[config.mk]
export PLATFORM = sky130hd
export DESIGN_NAME = mul_int
export DESIGN_NICKNAME = d
export VERILOG_FILES = /design/src/rtl/mul_int_pkg.sv /design/src/rtl/mul_int.sv
export SDC_FILE = /design/constraint.sdc
export NUM_CORES = 1
export LEC_CHECK = 0
export ABC_AREA = 1
export CAP_MARGIN = 20
export CORE_MARGIN = 2
export CORE_UTILIZATION = 57
export CTS_BUF_LIST = sky130_fd_sc_hd__clkbuf_4 sky130_fd_sc_hd__clkbuf_8 sky130_fd_sc_hd__clkbuf_16
export DETAILED_ROUTE_END_ITERATION = 10
export PLACE_DENSITY = 0.83
export SLEW_MARGIN = 10
export SYNTH_ARGS = -nofsm -noshare
export SYNTH_HDL_FRONTEND = slang
export SYNTH_SLANG_ARGS = --single-unit
export TNS_END_PERCENT = 100
[constraint.sdc]
create_clock -name clk -period 6.6 [get_ports clk]
set_input_delay 0.66 -clock clk [delete_from_list [all_inputs] [get_ports clk]]
set_output_delay 0.66 -clock clk [all_outputs]
set_load 0.005 [all_outputs]
[src/rtl/mul_int_pkg.sv]
// Shared types and helpers for the shift-add multiply-accumulate unit.
// Holds the FSM state encoding and the iteration counter width function.
package mul_int_pkg;

  typedef enum logic {
    IDLE = 1'b0,
    CALC = 1'b1
  } mul_state_e;

  // Counter must be able to hold WIDTH itself once the last iteration completes.
  function automatic int cnt_width(input int width);
    return $clog2(width + 1);
  endfunction

endpackage

[src/rtl/mul_int.sv]
// Sequential shift-add multiply-accumulate: p = a*b + c, one multiplier bit per clock.
// Operand and handshake layout lines up with the divider so q, y, r can be checked as a, b, c.
module mul_int
  import mul_int_pkg::*;
#(
  parameter int WIDTH = 4
) (
  input  logic               clk,
  input  logic               rst,
  input  logic               start,
  input  logic [WIDTH-1:0]   a,
  input  logic [WIDTH-1:0]   b,
  input  logic [WIDTH-1:0]   c,
  output logic               busy,
  output logic               valid,
  output logic [2*WIDTH-1:0] p,
  output logic               ovf,
  output mul_state_e         o_dbg_state
);

  localparam int PW = 2 * WIDTH;
  localparam int CW = cnt_width(WIDTH);

  // Handshake: start is taken only in IDLE (busy=0, valid may be 1); the accept edge
  // raises busy and clears valid/p/ovf; exactly WIDTH edges later busy falls and valid
  // rises with p/ovf, which then hold until the next accept or reset.

  mul_state_e      r_state;
  mul_state_e      w_next;
  logic [PW-1:0]   r_a;
  logic [WIDTH-1:0] r_b;
  logic [PW-1:0]   r_acc;
  logic [CW-1:0]   r_cnt;
  logic            r_busy;
  logic            r_valid;
  logic [PW-1:0]   r_p;
  logic            r_ovf;

  logic [WIDTH-1:0] w_b_shift;
  logic [PW-1:0]    w_addend;
  logic [PW-1:0]    w_acc_next;
  logic             w_last;
  logic             w_accept;

  assign w_accept   = (r_state == IDLE) && start;
  assign w_last     = (r_cnt == CW'(WIDTH - 1));
  // Operands stay put; the count selects the multiplier bit and the multiplicand shift.
  assign w_b_shift  = r_b >> r_cnt;
  assign w_addend   = w_b_shift[0] ? (r_a << r_cnt) : '0;
  assign w_acc_next = r_acc + w_addend;

  always_ff @(posedge clk or posedge rst) begin
    if (rst) begin
      r_state <= IDLE;
    end else begin
      r_state <= w_next;
    end
  end

  always_comb begin
    w_next = r_state;
    case (r_state)
      IDLE:    if (start)  w_next = CALC;
      CALC:    if (w_last) w_next = IDLE;
      default: w_next = IDLE;
    endcase
  end

  always_ff @(posedge clk or posedge rst) begin
    if (rst) begin
      r_a     <= '0;
      r_b     <= '0;
      r_acc   <= '0;
      r_cnt   <= '0;
      r_busy  <= 1'b0;
      r_valid <= 1'b0;
      r_p     <= '0;
      r_ovf   <= 1'b0;
    end else if (w_accept) begin
      r_a     <= PW'(a);
      r_b     <= b;
      r_acc   <= PW'(c);
      r_cnt   <= '0;
      r_busy  <= 1'b1;
      r_valid <= 1'b0;
      r_p     <= '0;
      r_ovf   <= 1'b0;
    end else if (r_state == CALC) begin
      r_acc <= w_acc_next;
      r_cnt <= r_cnt + CW'(1);
      if (w_last) begin
        r_busy  <= 1'b0;
        r_valid <= 1'b1;
        r_p     <= w_acc_next;
        r_ovf   <= |w_acc_next[PW-1:WIDTH];
      end
    end
  end

  assign busy        = r_busy;
  assign valid       = r_valid;
  assign p           = r_p;
  assign ovf         = r_ovf;
  assign o_dbg_state = r_state;

endmodule

# --- Word-level counts from Yosys, hierarchy flattened ---
# Cells that the tools add are included.
word_totals:
  register_bits: 31
  out_inout_bits: 12
op_classes:
  n_addsub: 2
  eq_ne: 1
  shift: 2
  mux: 20
  n_bitwise: 1
  n_reduce_logical: 5
op_table:
  columns: ["cell", "n"]
  rows:
  - ["8-bit 2-to-1 mux", 6]
  - ["1-bit 2-to-1 mux", 11]
  - ["8-bit adder", 1]
  - ["4-bit by 3-bit left shift with 8-bit output", 1]
  - ["3-bit 2-to-1 mux", 2]
  - ["2-bit nonzero test", 2]
  - ["4-bit OR reduction", 1]
  - ["4-bit by 3-bit right shift with 1-bit output", 1]
  - ["3-bit by 1-bit adder with 3-bit output, second input constant", 1]
  - ["3-bit by 2-bit == test with 1-bit output, second input constant", 1]
  - ["1-bit case mux with 2 select lines", 1]
  - ["2-bit AND reduction", 1]
  - ["1-bit logical AND", 1]
  - ["1-bit NOT", 1]

# --- Logic depth before layout (Yosys ltp) ---
# Gate-level depths: netlist of run 1.
depth:
  ltp_word: 7
  depth_mapped: 19
  mapped_depth_nobuf: 18

# --- Worst setup path after synthesis of run 1 ---
# Ideal clock, no wire load.
synth_path:
  kind: "reg2reg"
  from: "reg r_cnt[0]"
  to: "reg r_ovf (netlist: ovf)"
  setup_ps: 125
  arrival_ps: 2070
  setup_slack_ps: 4405
  stages_incl_launch_ff: 16
  path_buffers: 1
  period_less_slack_ps: 2195
  path_cell_list: "dfrtp_1 > buf_6 > nor2_1 > nor2_1 > o21ai_1 > nand2_2 > nand3_2 > nor2_1 > ha_1 > fa_1 > nand2_1 > nand2_1 > xor2_1 > nand3_1 > nand2_1 > nand3_1"
synth_between:
  elab_chain_cells: 7
synth_lines:
  columns: ["element", "line_no", "source"]
  rows:
  - ["start: declaration", "mul_int.sv:33", "logic [CW-1:0] r_cnt;"]
  - ["start signal: assignment", "mul_int.sv:90", "r_cnt <= r_cnt + CW'(1);"]
  - ["4-bit by 3-bit left shift with 8-bit output or 4-bit by 3-bit right shift with 1-bit output (tied branches)", "mul_int.sv:49, mul_int.sv:48", null]
  - ["8-bit 2-to-1 mux", "mul_int.sv:49", "assign w_addend = w_b_shift[0] ? (r_a << r_cnt) : '0;"]
  - ["8-bit adder", "mul_int.sv:50", "assign w_acc_next = r_acc + w_addend;"]
  - ["4-bit OR reduction", "mul_int.sv:95", "r_ovf <= |w_acc_next[PW-1:WIDTH];"]
  - ["1-bit 2-to-1 mux", "mul_int.sv:91", "if (w_last) begin"]
  - ["1-bit 2-to-1 mux", "mul_int.sv:88", "end else if (r_state == CALC) begin"]
  - ["1-bit 2-to-1 mux", "mul_int.sv:79", "end else if (w_accept) begin"]
  - ["end signal: assignment", "mul_int.sv:95", null]
  - ["end: declaration", "mul_int.sv:37", "logic r_ovf;"]
# Parallel ways exist; a longest one is shown, timed or not. The select of a mux whose other input is x is not followed.
# A chain may end at the register's enable or synchronous reset.

# --- Worst setup path in the final report of run 1 ---
# Same ends and word-level chain as after synthesis.

==> results of run 1 <==
worst min path at each step:
stage	from	to	slack, ns	cells past startpoint
2_1_floorplan	r_b[2]$_DFFE_PP0P_	r_b[2]$_DFFE_PP0P_	0.44	2
3_3_place_gp	valid$_DFFE_PP0P_	valid$_DFFE_PP0P_	0.46	2
3_5_place_dp	valid$_DFFE_PP0P_	valid$_DFFE_PP0P_	0.46	2
4_1_cts	valid$_DFFE_PP0P_	valid$_DFFE_PP0P_	0.48	2
5_1_grt	valid$_DFFE_PP0P_	valid$_DFFE_PP0P_	0.51	2
6_report	valid$_DFFE_PP0P_	valid$_DFFE_PP0P_	0.48	2
final cells by class:
class,instances,area (um^2)
clock buffers,8,72.6
well taps,31,38.8
multi-input cells,155,811
repair buffers,27,268
flip-flops and latches,31,776
inverters,26,100
fillers,229,739
synth_stat cells, drive strengths merged:
cell type,instances,area [um^2]
buf,4,38.8
a21oi,6,30.0
o21ai,22,110
ha,9,113
dfrtp,31,776
inv,26,100
xor2,2,17.5
o21a,1,7.51
nand4,3,18.8
o22ai,2,12.5
nor2,15,77.6
o31ai,3,27.5
nand2,75,289
and2,1,6.26
or2,1,6.26
fa,1,20.0
nand3,14,75.1
placed cells by master (no fill, tap or decap), types with 2 or more instances in the layout:
master,count
a21oi_1,6
clkbuf_4,6
clkbuf_8,2
clkdlybuf4s50_1,26
dfrtp_1,31
ha_1,9
inv_1,24
nand2_1,72
nand2_2,3
nand3_1,13
nand4_1,3
nor2_1,12
nor2_2,2
o21ai_0,18
o21ai_1,4
o22ai_1,2
o31ai_1,2
xor2_1,2
kinds of logic after synthesis:
kind of cell,Yosys count,share of synthesized area [%]
compound gates,34,10.9
flops,31,45.0
simple gates,109,27.4
xor+xnor,2,1.02
fa+ha+maj,10,7.69
buf+inv,30,8.05
worst max-delay path: stages, from the launching register on:
cell     delay, ns
dfrtp_1       0.53
inv_1         0.16
o21ai_1       0.19
nand2_2       0.11
nand3_2       0.11
nor2_1        0.05
ha_1          0.19
fa_1          0.43
nand2_1       0.10
nand2_1       0.06
xor2_1        0.20
nand3_1       0.10
nand2_1       0.06
nand3_1       0.06
stage by stage:
step                      hold slack, ns  area [um^2]  setup slack (ns)  utilization, %
final                              0.475         2070              4.13            73.6
after global routing               0.509         2070              3.87            73.6
after CTS                          0.481         2070              4.12            73.6
after detailed placement           0.459         1990              4.14            71.1
after global placement             0.455         1990              4.23            71.1
after floorplan                    0.443         1730              4.41               -
state kept, by name, summed over array words and instances (netlist names):
| signal | flops |
|---|---|
| r_cnt | 3 |
| busy | 1 |
| valid | 1 |
| r_b | 4 |
| ovf | 1 |
| r_acc | 8 |
| r_a | 4 |
| o_dbg_state | 1 |
| p | 8 |
power by group through the flow:
stage	logic (uW)	clock network [uW]	registers, uW
2_1_floorplan	368	0	319
3_3_place_gp	468	0	341
3_5_place_dp	483	0	343
4_1_cts	487	131	340
5_1_grt	557	142	351
6_report	483	128	341
per-layer routing:
metal	vias up	GRT usage, %
met5	-	0
met2	31	39.2
met1	674	29.7
met3	10	3.93
met4	0	11.4
li1	761	-
==> impl_metrics.env, run 1 <==
export IMPL_status="finished, final reports clean"
export IMPL_hold_class="reg -> reg"
export IMPL_fin_skew_ns=0.00431
export IMPL_hold_buffers=0
export IMPL_post_cts_setup_buffer_count=0
export IMPL_die_area_um2=3480
export IMPL_cts_tree="done"
export IMPL_power_switching_uw=411
export IMPL_end_kind="flop"
export IMPL_clk_latency_ns=0.33
export IMPL_finalNonFillerCells=278
export IMPL_drt_met1_wl_mm=1.58
export IMPL_synth_seq_cells=31
export IMPL_pwr_share_comb_pct=50.8
export IMPL_cts_resized_gates=0
export IMPL_drt_iter0_markers=39
export IMPL_critPathLaunchType="flop"
export IMPL_syn_avg_cell_area_um2=7.99
export IMPL_io_buffers=26
export IMPL_arrival_ns=2.69
export IMPL_syn_to_final_growth_pct=19.7
export IMPL_cp_endpoint="ovf$_DFFE_PP0P_"
export IMPL_p_sw_share_pct=43.2
export IMPL_syn_num_nets=241
export IMPL_via_per_inst=5.31
export IMPL_grt_pass1_wl_mm=6.05
export IMPL_ios=27
export IMPL_worst_slew_pin_slew_ns=0.600
export IMPL_finalSetupViolations=0
export IMPL_drc_errors=0
export IMPL_rrSetupSlack_ns=4.13
export IMPL_p_clk_share_pct=13.5
export IMPL_gp_congestion=0.873
export IMPL_ff2ff_path_depth=13
export IMPL_rsz0062_at_grt="false"
export IMPL_fp_row_count=19
export IMPL_ys_warnings_count=0
export IMPL_vias=1476
export IMPL_cp_startpoint="r_cnt[0]$_DFFE_PP0P_"
export IMPL_seq_power_share_pct=35.8
export IMPL_antenna_cells=0
export IMPL_die_w_um=59.0
export IMPL_max_slew_margin_pct=59.9
export IMPL_maxCapViolations=0
export IMPL_dp_hpwl_mm=2.64
export IMPL_placedCellCount=270
export IMPL_cts_buffers=5
export IMPL_crit_type="reg -> reg"
export IMPL_fmax_mhz=404
export IMPL_powerDensity_nw_per_um2=461
export IMPL_die_h_um=59.0
export IMPL_track_usage_pct=23.5
export IMPL_cts_sinks=31
export IMPL_leakagePower_uw=0.00107
export IMPL_initial_utilization_pct=61.5
export IMPL_core_area_um2=2810
export IMPL_wl_met2_mm=1.69
export IMPL_drive_gt1_share_pct=8.10
export IMPL_vdd_drop_max_mv=0.273
export IMPL_clk_path_buf_depth=2
export IMPL_overflow=0
export IMPL_required_ns=6.82
export IMPL_fin_crit_sh_pct=37.5
export IMPL_period_needed_ns=2.47
export IMPL_htree_levels=2
export IMPL_cp_max_fo=12
export IMPL_dr_pass1_iters=4
export IMPL_top_layer_used="met4"
export IMPL_netlist_area_um2=1730
export IMPL_rr_endpoint="ovf$_DFFE_PP0P_"
export IMPL_antenna_found_initial=0
export IMPL_syn_inst=216
export IMPL_ys_seq_area_share_pct=45.0
export IMPL_totalWireLength_mm=3.52
export IMPL_synth_cell_type_count=26
export IMPL_grt_pass1_vias=1398
export IMPL_ant_nets=0
export IMPL_total_power_uw=952
export IMPL_post_drt_wl_per_cell_um=12.7
export IMPL_clk_pin_slew_ns=0.09
export IMPL_finalSetupTns_ns=0
export IMPL_wl_met3_um=158
export IMPL_hold_viol_final=0
export IMPL_r2r_start="r_cnt[0]$_DFFE_PP0P_"
export IMPL_grt_max_degree=32
export IMPL_maxSlewViolCount=0
export IMPL_clockRootBuffer="clkbuf_4"
export IMPL_layout_nets=271
export IMPL_p_int_uw=541
Note: power is estimated with default switching activity, not from simulation.
==> run 2, diff against run 1 <==
--- a/config.mk
+++ b/config.mk
@@ -8,10 +8,10 @@
 export ABC_AREA = 1
 export CAP_MARGIN = 20
 export CORE_MARGIN = 2
-export CORE_UTILIZATION = 57
+export CORE_UTILIZATION = 48
 export CTS_BUF_LIST = sky130_fd_sc_hd__clkbuf_4 sky130_fd_sc_hd__clkbuf_8 sky130_fd_sc_hd__clkbuf_16
 export DETAILED_ROUTE_END_ITERATION = 10
-export PLACE_DENSITY = 0.83
+export PLACE_DENSITY = 0.74
 export SLEW_MARGIN = 10
 export SYNTH_ARGS = -nofsm -noshare
 export SYNTH_HDL_FRONTEND = slang
==> constraint.sdc (replaced) <==
create_clock -name clk -period 2.1 [get_ports clk]
set_input_delay 0.21 -clock clk [delete_from_list [all_inputs] [get_ports clk]]
set_output_delay 0.21 -clock clk [all_outputs]
set_load 0.005 [all_outputs]
==> impl_metrics.env, run 2 (same netlist as run 1, synthesis figures left out) <==
export IMPL_status="finished with violations"
export IMPL_violations="setup timing"
export IMPL_use_met2_pct=37.1
export IMPL_cts_buffers=5
export IMPL_drive_gt1_share_pct=29.4
export IMPL_cts_sinks=31
export IMPL_ant_nets=0
export IMPL_total_power_uw=4050
export IMPL_via_per_inst=4.94
export IMPL_totalWireLength_mm=4.15
export IMPL_die_h_um=64.0
export IMPL_max_slew_margin_pct=66.1
export IMPL_antenna_found_initial=0
export IMPL_vias=1570
export IMPL_gp_congestion=0.847
export IMPL_fmax_mhz=437
export IMPL_placedCellCount=305
export IMPL_top_usage_layer="met2"
export IMPL_fill_cells=239
export IMPL_worst_slew_pin_slew_ns=0.508
export IMPL_layout_common_cells="nand2_1, dfrtp_1, clkdlybuf4s50_1, buf_4, inv_1"
export IMPL_grt_use_met1_pct=27.0
export IMPL_fin_crit_sh_pct=109
export IMPL_clk_pin_slew_ns=0.11
export IMPL_track_usage_pct=21.9
export IMPL_grt_max_degree=32
export IMPL_leakagePower_uw=0.00123
export IMPL_period_needed_ns=2.29
export IMPL_layout_commonest_cell="nand2_1"
export IMPL_cp_max_fo=4
export IMPL_maxCapViolations=0
export IMPL_drc_errors=0
export IMPL_crit_type="reg -> reg"
export IMPL_end_kind="flop"
export IMPL_die_w_um=64.0
export IMPL_cts_tree="done"
export IMPL_critPathLaunchType="flop"
export IMPL_rrSetupSlack_ns=-0.19
export IMPL_dr_pass1_iters=4
export IMPL_arrival_ns=2.58
export IMPL_initial_utilization_pct=50.9
export IMPL_maxSlewViolCount=0
export IMPL_hold_viol_final=0
export IMPL_hold_buffers=0
export IMPL_grt_pass1_vias=1429
export IMPL_io_buffers=26
export IMPL_hold_class="in -> async"
export IMPL_finalNonFillerCells=318
export IMPL_required_ns=2.39
export IMPL_powerDensity_nw_per_um2=1640
export IMPL_grtUsageMet3_pct=4.75
export IMPL_clockRootBuffer="clkbuf_4"
export IMPL_post_drt_wl_per_cell_um=13.1
export IMPL_grt_pass1_wl_mm=6.76
export IMPL_syn_to_final_growth_pct=43.1
export IMPL_layout_nets=296
export IMPL_ios=27
export IMPL_overflow=0
export IMPL_finalSetupViolations=10
export IMPL_fin_skew_ns=0.0150
export IMPL_rsz0062_at_grt="true"
export IMPL_clk_latency_ns=0.35
export IMPL_die_area_um2=4090
export IMPL_fp_row_count=21
export IMPL_dp_hpwl_mm=2.85
export IMPL_htree_levels=2
export IMPL_antenna_cells=0
export IMPL_drt_iter0_markers=46
export IMPL_clk_path_buf_depth=2
export IMPL_vdd_drop_max_mv=0.809
export IMPL_setup_slack_ns=-0.191
export IMPL_core_area_um2=3390
-- run 2: cell count changes in the layout (fill, tap and decap cells not counted), sizes merged --
cell and delta:
clkinv +1, clkbuf -2, buf +25, bufinv +1
-- run 2: path summary, 6_finish.rpt --
| kind | to | from | cells past startpoint |
|---|---|---|---|
| min reg2reg | valid$_DFFE_PP0P_ | valid$_DFFE_PP0P_ | 2 |
| max reg2reg | r_acc[6]$_DFFE_PP0P_ | r_cnt[0]$_DFFE_PP0P_ | 16 |
| min in group clk | r_b[0]$_DFFE_PP0P_ | b[0] | 3 |
| max in group asynchronous | p[1]$_DFFE_PP0P_ | rst | 3 |
| max | r_acc[6]$_DFFE_PP0P_ | r_cnt[0]$_DFFE_PP0P_ | 16 |
| min | r_b[0]$_DFFE_PP0P_ | rst | 3 |
-- run 2: power breakdown --
part / switching (uW) / internal (uW) / leakage, uW
Clock: 216 / 281 / 0.0000482
Combinational: 1270 / 1210 / 0.000790
Sequential: 215 / 857 / 0.000390
-- run 2: per-stage QoR --
| stage | cell area, um^2 | hold slack [ns] | worst slack [ns] | setup TNS [ns] | util (%) |
|---|---|---|---|---|---|
| 4_1_cts | 2360 | 0.264 | -0.0849 | -0.369 | 69.6 |
| 6_report | 2470 | 0.248 | -0.191 | -1.13 | 72.8 |
| 2_1_floorplan | 1730 | 0.314 | -0.0535 | -0.0535 | - |
| 5_1_grt | 2470 | 0.318 | -0.323 | -2.75 | 72.8 |
| 3_3_place_gp | 2160 | 0.458 | -0.147 | -0.723 | 63.9 |
| 3_5_place_dp | 2160 | 0.460 | -0.183 | -0.956 | 63.9 |
-- run 2: what timing repair did --
| action | CTS | global route |
|---|---|---|
| resized for setup | 25 | 27 |
| pin swaps | 13 | 22 |
| setup endpoints to repair | 10 | 13 |
| setup buffers | 3 | 2 |
-- run 2: critical path, stage by stage, from the launching register on --
cell and delay (ns):
dfrtp_1 0.41, nor2_2 0.06, nor2_2 0.12, o21ai_2 0.07, nand2_2 0.12, nand3_4 0.10, buf_6 0.14, o31ai_4 0.26
ha_4 0.27, nand2_2 0.07, inv_2 0.05, nand3_2 0.07, nand3_1 0.08, nand2_2 0.09, nand2_2 0.07, buf_4 0.14
o21ai_1 0.11
-- run 2: cell type report --
cell class / count / area [um^2] / area share [%]
Multi-Input combinational cell: 155 / 986 / 39.9
Sequential cell: 31 / 776 / 31.4
Timing Repair Buffer: 52 / 463 / 18.8
Inverter: 26 / 100 / 4.05
Tap cell: 46 / 57.6 / 2.33
Clock buffer: 6 / 51.3 / 2.08
Clock inverter: 2 / 35.0 / 1.42
-- run 2: layer usage --
layer | vias up | wire length [um]
met1 | 738 | 1810
met3 | 6 | 153
met5 | - | 0
met4 | 0 | 70
met2 | 27 | 2120
li1 | 799 | -
==> run 3, diff against run 2 <==
--- a/config.mk
+++ b/config.mk
@@ -12,6 +12,7 @@
 export CTS_BUF_LIST = sky130_fd_sc_hd__clkbuf_4 sky130_fd_sc_hd__clkbuf_8 sky130_fd_sc_hd__clkbuf_16
 export DETAILED_ROUTE_END_ITERATION = 10
 export PLACE_DENSITY = 0.74
+export SKIP_LAST_GASP = 1
 export SLEW_MARGIN = 10
 export SYNTH_ARGS = -nofsm -noshare
 export SYNTH_HDL_FRONTEND = slang
==> impl_metrics.env, run 3 (same netlist as run 1, synthesis figures left out) <==
export IMPL_htree_levels=2
export IMPL_rr_endpoint="r_acc[6]$_DFFE_PP0P_"
export IMPL_post_drt_wl_per_cell_um=13.0
export IMPL_fin_skew_ns=0.0126
export IMPL_p_int_uw=2340
export IMPL_maxCapViolations=0
export IMPL_rrSetupSlack_ns=-0.20
export IMPL_max_slew_margin_pct=66.2
export IMPL_finalSetupViolations=10
export IMPL_leakagePower_uw=0.00123
export IMPL_path_delay_family="simple AND/OR/NAND/NOR gates"
export IMPL_layout_common_cells="nand2_1, dfrtp_1, clkdlybuf4s50_1, buf_4, inv_1"
export IMPL_cts_sinks=31
export IMPL_die_area_um2=4090
export IMPL_slowest_delay_ns=0.42
export IMPL_seq_power_share_pct=26.6
export IMPL_p_sw_share_pct=41.8
export IMPL_ios=27
export IMPL_cp_max_fo=4
export IMPL_vdd_drop_max_mv=0.784
export IMPL_clk_latency_ns=0.34
export IMPL_cp_num_buf_inv=3
export IMPL_r2r_start="r_cnt[0]$_DFFE_PP0P_"
export IMPL_total_power_uw=4030
export IMPL_totalWireLength_mm=4.13
export IMPL_initial_utilization_pct=50.9
export IMPL_worst_slew_pin_slew_ns=0.508
export IMPL_crit_top_cell="nand2_2"
export IMPL_period_needed_ns=2.30
export IMPL_setup_slack_ns=-0.197
export IMPL_grt_pass1_vias=1429
export IMPL_vias=1570
export IMPL_clk_pin_slew_ns=0.10
export IMPL_holdWs_ns=0.261
export IMPL_gp_congestion=0.847
export IMPL_crit_type="reg -> reg"
export IMPL_p_clk_share_pct=12.2
export IMPL_dr_pass1_iters=4
export IMPL_syn_to_final_growth_pct=42.6
export IMPL_critPathLaunchType="flop"
export IMPL_antenna_found_initial=0
export IMPL_ant_nets=0
export IMPL_maxSlewViolCount=0
export IMPL_fmax_mhz=435
export IMPL_fp_row_count=21
export IMPL_drt_iter0_markers=57
export IMPL_required_ns=2.37
export IMPL_grt_pass1_wl_mm=6.76
export IMPL_hold_buffers=0
export IMPL_fill_cells=241
export IMPL_cts_buffers=5
export IMPL_final_util_pct=72.6
export IMPL_violations="setup timing"
export IMPL_arrival_ns=2.57
export IMPL_pwr_share_comb_pct=61.2
export IMPL_hold_class="in -> async"
export IMPL_overflow=0
export IMPL_dp_hpwl_mm=2.85
export IMPL_track_usage_pct=21.9
export IMPL_grt_max_degree=32
export IMPL_finalSetupTns_ns=-1.13
export IMPL_status="finished with violations"
export IMPL_io_buffers=26
export IMPL_ff2ff_path_depth=17
export IMPL_fin_crit_sh_pct=109
export IMPL_drive_gt1_share_pct=28.7
export IMPL_via_per_inst=4.94
export IMPL_die_h_um=64.0
export IMPL_antenna_cells=0
export IMPL_layout_commonest_cell="nand2_1"
export IMPL_layout_nets=296
export IMPL_die_w_um=64.0
export IMPL_worstPathCellList="nor2_1 > nor2_2 > o21ai_2 > nand2_2 > buf_4 > nand2_2 > nor2_4 > nand2_2 > o31ai_4 > ha_4 > nand2_2 > inv_2 > nand3_2 > nand4_1 > nand2_2 > buf_4 > o21ai_1"
export IMPL_rsz0062_at_grt="true"
export IMPL_slowest_stage="dfrtp_1"
export IMPL_powerDensity_nw_per_um2=1640
export IMPL_core_area_um2=3390
export IMPL_clockRootBuffer="clkbuf_4"
export IMPL_clk_path_buf_depth=2
export IMPL_end_kind="flop"
export IMPL_power_switching_uw=1680
export IMPL_drc_errors=0
export IMPL_cts_tree="done"
export IMPL_hold_viol_final=0
[run 3: cell counts in the layout (fill, tap and decap cells not counted)]
No cell type changed its count.
[run 3: timing repair]
action | CTS | global route
setup endpoints to repair | 10 | 13
pin swaps | 13 | 22
setup buffers | 3 | 2
gates resized for setup | 24 | 26
[run 3: how the worst max path moves through the flow]
stage	start	endpoint	cells past startpoint
4_1_cts	r_cnt[0]$_DFFE_PP0P_	ovf$_DFFE_PP0P_	19
6_report	r_cnt[0]$_DFFE_PP0P_	r_acc[6]$_DFFE_PP0P_	17
5_1_grt	r_cnt[0]$_DFFE_PP0P_	r_acc[6]$_DFFE_PP0P_	17
3_3_place_gp	r_cnt[1]$_DFFE_PP0P_	ovf$_DFFE_PP0P_	13
3_5_place_dp	r_cnt[0]$_DFFE_PP0P_	ovf$_DFFE_PP0P_	18
2_1_floorplan	r_cnt[0]$_DFFE_PP0P_	ovf$_DFFE_PP0P_	15
[run 3: cell type report]
| class | instances | area [um^2] | share of cell area, % |
|---|---|---|---|
| flip-flops and latches | 31 | 776 | 31.5 |
| multi-input cells | 155 | 978 | 39.8 |
| well taps | 46 | 57.6 | 2.34 |
| inverters | 26 | 100 | 4.07 |
| clock inverters | 2 | 35.0 | 1.42 |
| clock buffers | 6 | 51.3 | 2.08 |
| repair buffers | 52 | 463 | 18.8 |
[run 3: power by group through the flow]
stage / sequential [uW] / clock, uW / combinational, uW
global route: 1100 / 532 / 2740
finish: 1070 / 491 / 2460
detailed placement: 1060 / 0 / 1910
CTS: 1060 / 499 / 2180
floorplan: 1000 / 0 / 1160
global placement: 1060 / 0 / 1870
[run 3: metal layers]
metal	vias to the layer above	global-route usage [%]	wire (um)
met5	-	0	0
met4	0	8.97	78
met3	8	4.75	149
met2	28	37.1	2100
met1	734	27.0	1800
li1	800	-	-
[run 3: worst min-delay path, delay by kind of cell]
| family | cells | cell delay, ns |
|---|---|---|
| buf+inv | 3 | 0.82 |
[run 3: through the flow]
step | setup WS, ns | instances | instance area (um^2)
6_report | -0.197 | 318 | 2460
5_1_grt | -0.323 | 318 | 2460
4_1_cts | -0.0849 | 316 | 2360
3_5_place_dp | -0.183 | 305 | 2160
3_3_place_gp | -0.147 | 305 | 2160
2_1_floorplan | -0.0535 | 216 | 1730
